**src/rtl/uart_pkg.sv**
```systemverilog
// Shared types and constants for the UART receive path.
// FSM encoding, byte width, oversample ratio, default divider.
package uart_pkg;

    localparam int UART_BYTE_W = 8;
    localparam int OVERSAMPLE  = 16;

    // 50 MHz / (115200 * 16) = 27.13, rounded down
    localparam int DEFAULT_CLK_DIV = 27;

    typedef enum logic {
        IDLE     = 1'b0,
        WAIT_LOW = 1'b1
    } rx_state_e;

endpackage

```
**src/rtl/uart_byte_fifo.sv**
```systemverilog
// First-word-fall-through byte FIFO with a registered head.
// Caller guarantees push only when not full (or popping), pop only when not empty.
module uart_byte_fifo
    import uart_pkg::*;
#(
    parameter  int DEPTH = 8,
    localparam int AW    = $clog2(DEPTH)
) (
    input  logic                   sys_clk,
    input  logic                   sys_rst_n,
    input  logic                   push,
    input  logic                   pop,
    input  logic [UART_BYTE_W-1:0] din,
    output logic [UART_BYTE_W-1:0] dout,
    output logic                   full,
    output logic                   empty,
    output logic [AW:0]            level
);

    localparam logic [AW:0] FULL_LVL = (AW + 1)'(DEPTH);
    localparam logic [AW:0] ONE_LVL  = {{AW{1'b0}}, 1'b1};

    logic [UART_BYTE_W-1:0] mem [DEPTH];
    logic [AW-1:0]          wr_ptr;
    logic [AW-1:0]          rd_ptr;
    logic [AW-1:0]          rd_nxt;

    assign rd_nxt = rd_ptr + 1'b1;
    assign full   = (level == FULL_LVL);
    assign empty  = (level == '0);

    // Storage array, written on push only
    always_ff @(posedge sys_clk) begin
        if (push) mem[wr_ptr] <= din;
    end

    // Pointers, occupancy and the registered head byte
    always_ff @(posedge sys_clk or negedge sys_rst_n) begin
        if (!sys_rst_n) begin
            wr_ptr <= '0;
            rd_ptr <= '0;
            level  <= '0;
            dout   <= '0;
        end else begin
            if (push) wr_ptr <= wr_ptr + 1'b1;
            if (pop)  rd_ptr <= rd_nxt;
            unique case ({push, pop})
                2'b10:   level <= level + 1'b1;
                2'b01:   level <= level - 1'b1;
                default: level <= level;
            endcase
            if (pop) begin
                if (level != ONE_LVL) dout <= mem[rd_nxt];
                else if (push)        dout <= din;
            end else if (push && empty) begin
                dout <= din;
            end
        end
    end

endmodule

```
**src/rtl/uart_rx_ctrl.sv**
```systemverilog
// Sequencing controller for the 16x-oversampled UART receiver.
// Optional statistics counters: define UART_RX_CTRL_STAT_EN.
module uart_rx_ctrl
    import uart_pkg::*;
#(
    parameter  int CLK_DIV    = DEFAULT_CLK_DIV,
    parameter  int FIFO_DEPTH = 8,
    localparam int LW         = $clog2(FIFO_DEPTH) + 1
) (
    input  logic                   sys_clk,
    input  logic                   sys_rst_n,
    input  logic                   rx_pin,
    output logic                   rx_sync,
    output logic                   rx_clk_en,
    input  logic [UART_BYTE_W-1:0] rx_data,
    input  logic                   rx_ready,
    output logic                   rx_ready_clear,
    output logic [UART_BYTE_W-1:0] m_data,
    output logic                   m_valid,
    input  logic                   m_ready,
    output logic                   overrun,
    input  logic                   overrun_clr,
    output logic [LW-1:0]          fifo_level
`ifdef UART_RX_CTRL_STAT_EN
    ,
    output logic [15:0]            drop_count,
    output logic [15:0]            byte_count
`endif
);

    localparam logic [15:0] DIV_LAST = 16'(CLK_DIV - 1);

    logic      sync_q1;
    logic [15:0] div_cnt;
    rx_state_e state;
    logic      capture;
    logic      pop;
    logic      push;
    logic      drop;
    logic      full;
    logic      empty;

    // Two-flop synchroniser, idles high like the line
    always_ff @(posedge sys_clk or negedge sys_rst_n) begin
        if (!sys_rst_n) begin
            sync_q1 <= 1'b1;
            rx_sync <= 1'b1;
        end else begin
            sync_q1 <= rx_pin;
            rx_sync <= sync_q1;
        end
    end

    // Free-running 16x tick divider
    always_ff @(posedge sys_clk or negedge sys_rst_n) begin
        if (!sys_rst_n)              div_cnt <= '0;
        else if (div_cnt == DIV_LAST) div_cnt <= '0;
        else                         div_cnt <= div_cnt + 1'b1;
    end

    assign rx_clk_en = (div_cnt == DIV_LAST);

    // Capture once per rx_ready pulse; rearm only after it drops
    always_ff @(posedge sys_clk or negedge sys_rst_n) begin
        if (!sys_rst_n) begin
            state <= IDLE;
        end else begin
            unique case (1'b1)
                (state == IDLE):     if (rx_ready)  state <= WAIT_LOW;
                (state == WAIT_LOW): if (!rx_ready) state <= IDLE;
            endcase
        end
    end

    // Reset gating keeps the clear strobe low while held in reset
    assign capture        = (state == IDLE) & rx_ready & sys_rst_n;
    assign rx_ready_clear = capture;

    assign m_valid = ~empty;
    assign pop     = m_valid & m_ready;
    assign push    = capture & (~full | pop);
    assign drop    = capture & full & ~pop;

    uart_byte_fifo #(
        .DEPTH     (FIFO_DEPTH)
    ) u_fifo (
        .sys_clk   (sys_clk),
        .sys_rst_n (sys_rst_n),
        .push      (push),
        .pop       (pop),
        .din       (rx_data),
        .dout      (m_data),
        .full      (full),
        .empty     (empty),
        .level     (fifo_level)
    );

    // Sticky overrun; a new drop beats a coincident clear
    always_ff @(posedge sys_clk or negedge sys_rst_n) begin
        if (!sys_rst_n)       overrun <= 1'b0;
        else if (drop)        overrun <= 1'b1;
        else if (overrun_clr) overrun <= 1'b0;
    end

`ifdef UART_RX_CTRL_STAT_EN
    // Saturating byte and drop counters
    always_ff @(posedge sys_clk or negedge sys_rst_n) begin
        if (!sys_rst_n) begin
            byte_count <= '0;
            drop_count <= '0;
        end else begin
            if (push && byte_count != 16'hFFFF)
                byte_count <= byte_count + 1'b1;
            if (drop) begin
                if (overrun_clr)                drop_count <= 16'd1;
                else if (drop_count != 16'hFFFF) drop_count <= drop_count + 1'b1;
            end else if (overrun_clr) begin
                drop_count <= '0;
            end
        end
    end
`endif

endmodule
```
**config.mk**
```make
export PLATFORM = sky130hd
export DESIGN_NAME = uart_rx_ctrl
export DESIGN_NICKNAME = d
export VERILOG_FILES = /design/src/rtl/uart_pkg.sv /design/src/rtl/uart_byte_fifo.sv /design/src/rtl/uart_rx_ctrl.sv
export SDC_FILE = /design/constraint.sdc
export NUM_CORES = 1
export LEC_CHECK = 0
export CORE_ASPECT_RATIO = 1.4
export CORE_MARGIN = 1
export CORE_UTILIZATION = 50
export CTS_CLUSTER_SIZE = 16
export DETAILED_ROUTE_END_ITERATION = 8
export PLACE_DENSITY = 0.7
export SKIP_CTS_REPAIR_TIMING = 1
export SLEW_MARGIN = 20
export SYNTH_ARGS = -nofsm -noshare
export SYNTH_HDL_FRONTEND = slang
export SYNTH_SLANG_ARGS = --single-unit
```
**constraint.sdc**
```tcl
create_clock -name sys_clk -period 5.9 [get_ports sys_clk]
set_input_delay 0.59 -clock sys_clk [delete_from_list [all_inputs] [get_ports sys_clk]]
set_output_delay 0.59 -clock sys_clk [all_outputs]
set_load 0.005 [all_outputs]
```
# == After elaboration in Yosys (flattened, before gate mapping) ==
# Memory sizes are Yosys's and may differ from the RTL's.
# Index checks and enable logic that the tools add are counted.
# word_totals
reg_bits,38
ram_bits,64
inputBits,14
output_inout_bits,17
wordCells,49
mem_count,1
# classes
addsub,5
n_eq_ne,6
n_mux,11
n_bitwise,11
reduce_logical,6
# memory_table
memory,depth,width,rd,rd_clocked_by_memory_dff,write_ports,line_no,source
u_fifo.mem,8,8,1,0,1,uart_byte_fifo.sv:23,logic [UART_BYTE_W-1:0] mem [DEPTH];
# op_table
op,count
$mux 8,4
$add 16x1->16 const B,1
$eq 16x5->1 const B,1
$mux 16,1
$pmux 4 s2,1
$add 3x1->3 const B,2
$and 1x1->1,6
$reduce_bool 2->1,3
$mux 1,5
$add 4x1->4 const B,1
$eq 4x4->1 const B,1
$logic_not 4->1,1
$ne 4x1->1 const B,1
$not 1->1,4
$sub 4x1->4 const B,1
$ne 3x1->1 const B,1
$eq 2x1->1 const B,1
$eq 2x2->1 const B,1
$reduce_and 2->1,1
$logic_and 1x1->1,1
$or 1x1->1,1

# == Logic depth before layout (Yosys ltp) ==
# Gate-level depths: netlist of the first run.
# logic_depth
depth_word,8
mapped_depth,8
ltp_nobuf,6

# == Modules after synthesis ==
# A second synthesis of the first run with hierarchy kept.
# hier_totals
hier_cells,290
area_unflattened_um2,4413.0
# modules_own_cells
module,n_inst,cells_per_inst,area_per_inst_um2,seq_area_each_um2
uart_byte_fifo,1,211,3514.6,2372.3
uart_rx_ctrl,1,79,898.4,503.0

# == Least setup slack after synthesis of the first run ==
# No wires, ideal clock.
# synth_path
kind,input to register
startpoint,input port sys_rst_n
endpoint,memory u_fifo.mem[0][0] (enable)
t_arrival_ps,2005
slack_ps,3511
path_stages,6
n_path_buf,1
path_cell_list,nand3b_1 > inv_1 > and2_1 > clkbuf_1 > nand2b_1 > nor3_1
# synth_between
elab_chain_len,4
# synth_rtl
item,line_no,source
from (decl),uart_rx_ctrl.sv:11,"input logic sys_rst_n,"
$and 1x1->1,uart_rx_ctrl.sv:76,assign capture = (state == IDLE) & rx_ready & sys_rst_n;
via rx_ready_clear,uart_rx_ctrl.sv:17,"output logic rx_ready_clear,"
$and 1x1->1,uart_rx_ctrl.sv:81,assign push = capture & (~full | pop);
$mux 1,uart_byte_fifo.sv:34,if (push) mem[wr_ptr] <= din;
$mux 1 (implied by the code),uart_byte_fifo.sv:34,
to (decl),uart_byte_fifo.sv:23,
# The timed path passes the listed nets, and every way through them passes these cells.

# == Final worst setup path of the first run ==
# layout_path
startpoint,input port sys_rst_n
endpoint,memory u_fifo.mem[0][6] (enable)
# layout_between
elab_chain_len,4
# layout_rtl
item,line_no
$and 1x1->1,uart_rx_ctrl.sv:76
$and 1x1->1,uart_rx_ctrl.sv:81
$mux 1,uart_byte_fifo.sv:34
$mux 1 (implied by the code),uart_byte_fifo.sv:34
# Every way passes these cells.

==> results of run 1 <==
flip-flops by register name (all words and copies together), names as in the netlist:
name           count
div_cnt           16
u_fifo.wr_ptr      3
rx_sync            1
sync_q1            1
u_fifo.dout        8
u_fifo.rd_ptr      3
u_fifo.mem        64
overrun            1
state              1
u_fifo.level       4
routing by layer:
| layer | track usage | up-vias | share of wire |
|---|---|---|---|
| met5 | 0 | - | 0 |
| met4 | 0.0725 | 0 | 0.022 |
| met3 | 0.0480 | 10 | 0.035 |
| met2 | 0.326 | 48 | 0.52 |
| met1 | 0.231 | 1165 | 0.42 |
| li1 | - | 1122 | - |
critical path, cell delays in order:
cell      delay [ns]
buf_2           0.66
nand3b_1        0.32
inv_1           0.25
and2_1          0.35
nand2b_1        0.18
nor3_1          0.83
path summary, 6_finish.rpt:
kind                       slack [ns]  depth (start not counted)            start                to
setup / recovery                 2.68                          6        sys_rst_n  u_fifo.mem[0][6]
hold / removal                   0.36                          1        sys_rst_n  u_fifo.rd_ptr[0]
setup reg to reg                 3.17                          6  u_fifo.level[1]  u_fifo.mem[0][6]
hold reg to reg                  0.36                          0          sync_q1           rx_sync
max in group asynchronous        4.99                          1        sys_rst_n        div_cnt[1]
min in group sys_clk             0.36                          0          sync_q1           rx_sync
layout by cell type, fill, tap and decap left out, types with 2 or more instances in the layout:
cell / netlist / layout
mux2i_1: 40 / 40
nand2b_1: 3 / 3
nand3_1: 7 / 7
nand4_1: 6 / 6
clkinv_4: 0 / 2
and3_1: 5 / 5
nand2_1: 7 / 7
clkbuf_16: 0 / 10
inv_1: 16 / 16
edfxtp_1: 64 / 64
nor3_1: 4 / 3
xor2_1: 8 / 8
nor2_1: 14 / 14
a21oi_1: 2 / 2
nor4b_1: 2 / 2
or4_1: 2 / 2
xnor2_1: 12 / 12
mux2_2: 10 / 10
dfstp_2: 2 / 2
dfrtp_1: 36 / 36
clkdlybuf4s50_1: 0 / 29
mux4_1: 8 / 8
inv_4: 0 / 3
ha_1: 7 / 7
a221o_1: 2 / 2
o22ai_1: 2 / 2
per-stage QoR:
stage               area [um2]  std cells  worst slack, ns   util
finish                    5090        426             2.68  0.591
floorplan                 4450        285             3.51      -
CTS                       5080        426             2.54  0.591
global route              5090        426             2.35  0.591
detailed placement        4790        410             2.18  0.557
global placement          4790        410             2.37  0.557
power groups by stage:
stage / Combinational [mW] / Sequential, mW / Clock (mW)
floorplan: 0.657 / 0.918 / 0
global placement: 0.815 / 0.943 / 0
detailed placement: 0.825 / 0.944 / 0
CTS: 0.828 / 0.929 / 0.586
global route: 0.889 / 0.940 / 0.617
finish: 0.816 / 0.930 / 0.571
cells by family (layout without fill, tap and decap cells):
family,Yosys count,count (layout),synth area share
flip-flops,102,102,0.647
multiplexers,58,58,0.163
AND/OR/NAND/NOR,57,57,0.0704
buffers and inverters,27,63,0.0329
XOR/XNOR,21,21,0.0456
AO/OA/AOI/OAI,13,13,0.0220
adder cells (fa/ha/maj),7,7,0.0197
area by class of cell:
type	instances	share of cell area
flip-flops and latches	102	0.565
multi-input cells	156	0.281
repair buffers	31	0.0595
clock buffers	10	0.0492
well taps	105	0.0258
inverters	16	0.0118
clock inverters	6	0.00811
==> out/results.txt, run 1 <==
TritonCTS built the clock tree. The number of enable-type register cells in the synthesized netlist is 64, and the routability-driven placement congestion ratio is 0.830. The logs give 0.702 mW for the power dissipated by switching net loads and 652 for the number of fill cells in the layout. For this block, the routed nets add up to 7830 um of wire.

The fraction of layout instances using a drive strength above 1 was 0.103. The global routing usage summed across all routing layers is 0.192, and the number of max-cap violations is 0. Across the VDD grid, the largest voltage drop is 0.590 mV. The worst setup path is captured at a flop. Max-slew violation total from the final report: 0.

The design draws 2.32 mW. For this design the ratio of total power to cell area is 455 mW/mm2. The worst setup path is of the in -> reg kind.

The die covers 0.00928 mm2. The tools report the number of antenna violations at the first check in global routing as 0. For the maximum number of pins on one net before global-route repair, the log shows 40. On the final layout, the worst hold slack is 0.358 ns.

The multi-input combinational cells in the finished layout cover a total of 0.00143 mm2. The synthesized design contains 102 register bits. Setup repair after global routing left no endpoint under its margin.

On the final layout, the worst clock skew is 0.00854 ns. The share of total power consumed by net switching was 0.303. Pin placement for this block handled 31 I/O pins. The post-route fraction of the period consumed by the critical path was 0.546; the clock network power share was 0.247.

Setup violations remaining at the end of the flow were counted as 0. The tools report the final-report hold violation count as 0. Data on the critical path is required at its endpoint by 5.86 ns. The initial cell density of the core came out at 0.516.

The floorplan step set the die height to 114 um. The final-layout setup total negative slack came out at 0 ns. Synthesis handed over a netlist of 285 instances. The run gives 337 as the number of nets in the finished design. In this run, distinct cell masters in the synthesized netlist total 42. The internal power summed over all cells was 1.61 mW. The run gives 0.35 ns as the worst-skew pair later-pin latency. The clock-pin slew of the registers on the worst-case setup and hold paths was 0.07 ns; the highest fanout seen on the critical path was 39.

The share of total power in sequential cells is 0.401, and the total number of vias is 2345. The most used flip-flop cell after synthesis is edfxtp_1. The commonest cells after synthesis are edfxtp_1, mux2i_1, dfrtp_1. The tools report the number of antenna diodes as 0. The number of placement rows was 40. During synthesis, Yosys emitted a total of 0 warnings. Registers take 0.00288 mm2. The tools report the global-route wire length before repair as 12600 um.

For this run the aggregate overflow at the end of global routing stands at 0. The analysis attributes to cell leakage a power of 2.01 nW. Buffers inserted during clock tree synthesis total 9.

Share of total power in combinational logic: 0.352. Static timing analysis puts the maximum clock frequency at 310 MHz. The biggest area contributor in the post-synthesis netlist is edfxtp_1. The first detailed-routing pass ran for 4 iterations. The residual antenna-violating net count after detailed routing was 0.

Synthesis produced a netlist with a net count of 306. The run gives 0.647 as the post-synthesis sequential area ratio. For the worst setup path, the data arrival time is 3.19 ns. The area of the core is 0.00861 mm2, and the actual transition at the worst max-transition pin is 1.05 ns. The number of global-route vias before repair was 2410. After synthesis, the mean cell area works out to 15.6 um2. The max-slew headroom at the worst pin came out at 0.295. The maximum buffer depth of the clock tree came out at 2. Overall die width: 81.7 um.

The count of buffers added on input and output ports is 30. In this run the cell area of the synthesized design comes to 0.00445 mm2. Sorting the synthesized cells by area gives the leading types as edfxtp_1, dfrtp_1, mux2i_1.

Clock tree synthesis found a total of 102 sinks. The H-tree generated during clock tree synthesis spans 3 levels. The final critical path time including I/O delays and setup came out at 3.22 ns.

The fraction of synthesis flops using an asynchronous set or reset pin is 0.373. The class of the most critical hold timing path was in -> async. In the routed layout, each cell is associated on average with a via count of 5.50. The most frequent cell after synthesis was edfxtp_1. The tools report the nature of the critical path startpoint as an input port. From synthesis to final layout, the design area changed by 14.5%. The top-area cell type share of the netlist area is 0.432. The flow ran to the end, and the final reports show no timing, DRC or antenna violations. Post-DP HPWL: 5520 um. The tree is rooted in a clkbuf_16.

For this run, design rule violations remaining after detail routing come to 0. After the first detailed-routing iteration, the DRC count stood at 138. In the final routed layout, each cell accounts on average for 18.4 um.
(Power assumes the default switching activity.)
==> run 2: changes to the inputs <==
--- a/config.mk
+++ b/config.mk
@@ -10,7 +10,7 @@
 export CORE_UTILIZATION = 50
 export CTS_CLUSTER_SIZE = 16
 export DETAILED_ROUTE_END_ITERATION = 8
-export PLACE_DENSITY = 0.7
+export PLACE_DENSITY = 0.73
 export SKIP_CTS_REPAIR_TIMING = 1
 export SLEW_MARGIN = 20
 export SYNTH_ARGS = -nofsm -noshare
==> constraint.sdc (replaced) <==
create_clock -name sys_clk -period 2.8 [get_ports sys_clk]
set_input_delay 0.28 -clock sys_clk [delete_from_list [all_inputs] [get_ports sys_clk]]
set_output_delay 0.28 -clock sys_clk [all_outputs]
set_load 0.005 [all_outputs]
==> run 2 against run 1 <==
Clock skew down 0.00056 ns. First-iteration DRC count up 11%. Sequential power grew 110%. Largest cell class unchanged. Die area stayed put. The flow now finishes with violations (hold timing). Hold slack got worse by 0.36 ns. Sequential cell count unchanged. Core utilization is 2.0 points higher. Non-clock buffer count up 16. Setup slack worse by 2.5 ns.
==> out/results.txt, run 2 (synthesis gave the netlist of run 1 again) <==
The final critical path time including I/O delays and setup is 2.64 ns. The worst setup path is launched from a flop. Buffers placed on the I/O ports in this run total 30. TritonCTS built the clock tree. The clock network power share was 0.271; the post-route fraction of the period consumed by the critical path was 0.944. The final worst clock skew is 0.00799 ns, and the die outline area is 0.00928 mm2.

The number of antenna violations at the first check in global routing is 0. The H-tree depth was 3. The logs give 0.766 mV for the worst IR drop on VDD and 153 for the DRC violation total after the first TritonRoute iteration. The register with the most flip-flops in the layout has 64 of them.

Counting flops per register, the top entry is u_fifo.mem. The tools report the number of placement rows as 40. The largest registers in the layout are u_fifo.mem: 64 flops, div_cnt: 16 flops, u_fifo.dout: 8 flops. Dividing the detail-routed via count by the number of cells gives 5.45. After clock tree synthesis, the clock-pin slew on the worst setup and hold paths is 0.06 ns. Global routing finished with a remaining overflow of 0. Max-slew violation total from the final report: 0. The leading cell type in the layout, fill and taps excluded was edfxtp_1.

The number of DRC violations after detailed routing was 0; the global routing usage summed across all routing layers was 0.198. The number of global-route vias before repair came out at 2574. Across all layers, the routed design uses 2409 vias.

Clock tree synthesis inserted a total of 9 buffers. The run gives 5.15 mW as the post-layout total power. The worst setup path is captured at an output port. In this run the worst path has a maximum fanout of 6.

Entering global routing, the biggest net connects 39 pins. The final routed wirelength across all metal layers is 8030 um, and the I/O pin total is 31. The overall die width works out to 81.7 um. The first TritonRoute pass finished after 4 iterations. Internal power summed over all cells: 3.68 mW. The max-slew headroom at the worst pin came out at 0.664. The area of the core was 0.00861 mm2.

The run gives 13100 um as the global-route wire length before repair. The post-detailed-placement cell area was 0.00493 mm2; the residual antenna-violating net count after detailed routing was 0. The number of instances in the placed design was 426; the count of non-filler cells in the finished layout was 442. For the pin with the worst max-slew slack, the measured transition is 0.504 ns. In the final design database the tool counted 353 nets. In this run the vertical extent of the chip is 114 um. Path type of the worst setup path: reg -> out. The share of total power in combinational logic is 0.350, and the share of total power consumed by net switching is 0.285. The number of antenna diodes was 0.

The run gives -0.000420 ns as the final worst hold slack. The min-delay analysis places its worst path in the category in -> async. For the worst setup path, the data arrival time is 2.36 ns.

The post-DP HPWL was 5660 um. After detailed routing, the average wire length per cell comes to 18.2 um. The routability-driven placement congestion ratio is 0.745, and the fraction of layout instances using a drive strength above 1 is 0.139. The initial cell density of the core is 0.516, and the maximum clock rate is 378 MHz.

The top cell types in the final layout, fill and taps aside, are edfxtp_1, mux2i_1, dfrtp_1. For the required arrival time at the worst endpoint, the log shows 2.52 ns. The final-layout setup total negative slack was 0 ns. Area growth from synthesis to final layout: 18.4%.

The CTS root buffer was clkbuf_16. For this design the ratio of total power to cell area is 978 mW/mm2. Summing all non-filler instances in the final layout gives an area of 0.00526 mm2.

The number of max-cap violations was 0; the number of setup violations in the final report was 0. The checks that failed: hold timing. Summed over all nets, the switching power comes to 1.47 mW. For the share of total power in sequential cells, the log shows 0.379.

The flow ran to the end, but the final reports show violations. The worst-skew pair later-pin latency is 0.35 ns, and the maximum buffer depth of the clock tree is 2. The run gives 1 as the final-report hold violation count. Setup repair after global routing left no endpoint under its margin. Summed over all cells, the static leakage comes to 2.12 nW. The tree built by TritonCTS fans out to 102 sinks.
run 2: power groups by stage:
stage	Clock [mW]	Sequential, mW	Combinational, mW
2_1_floorplan	0	1.93	1.38
3_3_place_gp	0	1.98	1.77
3_5_place_dp	0	1.99	1.81
4_1_cts	1.42	1.96	1.82
5_1_grt	1.49	1.99	1.94
6_report	1.39	1.95	1.80
run 2: per-stage QoR:
step / setup WS, ns / utilization
final: 0.158 / 0.611
after global routing: 0.000133 / 0.611
after CTS: 0.125 / 0.611
after detailed placement: 0.508 / 0.572
after global placement: 0.542 / 0.572
after floorplan: 0.452 / -
run 2: metal layers:
| metal | GRT usage | share of wire |
|---|---|---|
| met1 | 0.235 | 0.42 |
| met2 | 0.335 | 0.53 |
| met3 | 0.0520 | 0.033 |
| met4 | 0.0854 | 0.023 |
| met5 | 0 | 0 |
run 2: final timing paths:
check,startpoint,end,slack [ns],depth (start not counted)
max in group asynchronous,sys_rst_n,rx_sync,2.42,2
worst max-delay path,div_cnt[12],rx_clk_en,0.16,4
min in group sys_clk,rx_pin,sync_q1,0.35,1
worst max register to register,u_fifo.rd_ptr[0],u_fifo.dout[2],0.49,5
worst min-delay path,sys_rst_n,state,-0.0004,2
worst min register to register,sync_q1,rx_sync,0.36,0
run 2: layout make-up:
type | count | area, um2
fill | 633 | 3340
clock buffer | 9 | 225
tap | 105 | 131
clock inverter | 7 | 113
multi-input combinational | 156 | 1420
sequential | 102 | 2880
timing repair buffer | 47 | 435
inverter | 16 | 60.1
run 2: critical path: stages (launching register included):
cell             delay (ns)
dfrtp_1                0.41
or4_1                  0.52
nor4b_1                0.23
and3_1                 0.32
clkdlybuf4s50_1        0.54
==> run 3: changes to the inputs <==
--- a/config.mk
+++ b/config.mk
@@ -12,7 +12,6 @@
 export DETAILED_ROUTE_END_ITERATION = 8
 export PLACE_DENSITY = 0.73
 export SKIP_CTS_REPAIR_TIMING = 1
-export SLEW_MARGIN = 20
 export SYNTH_ARGS = -nofsm -noshare
 export SYNTH_HDL_FRONTEND = slang
 export SYNTH_SLANG_ARGS = --single-unit
==> results of run 3 <==
Same layout as run 2: the final DEF is identical, and so are final timing and power.
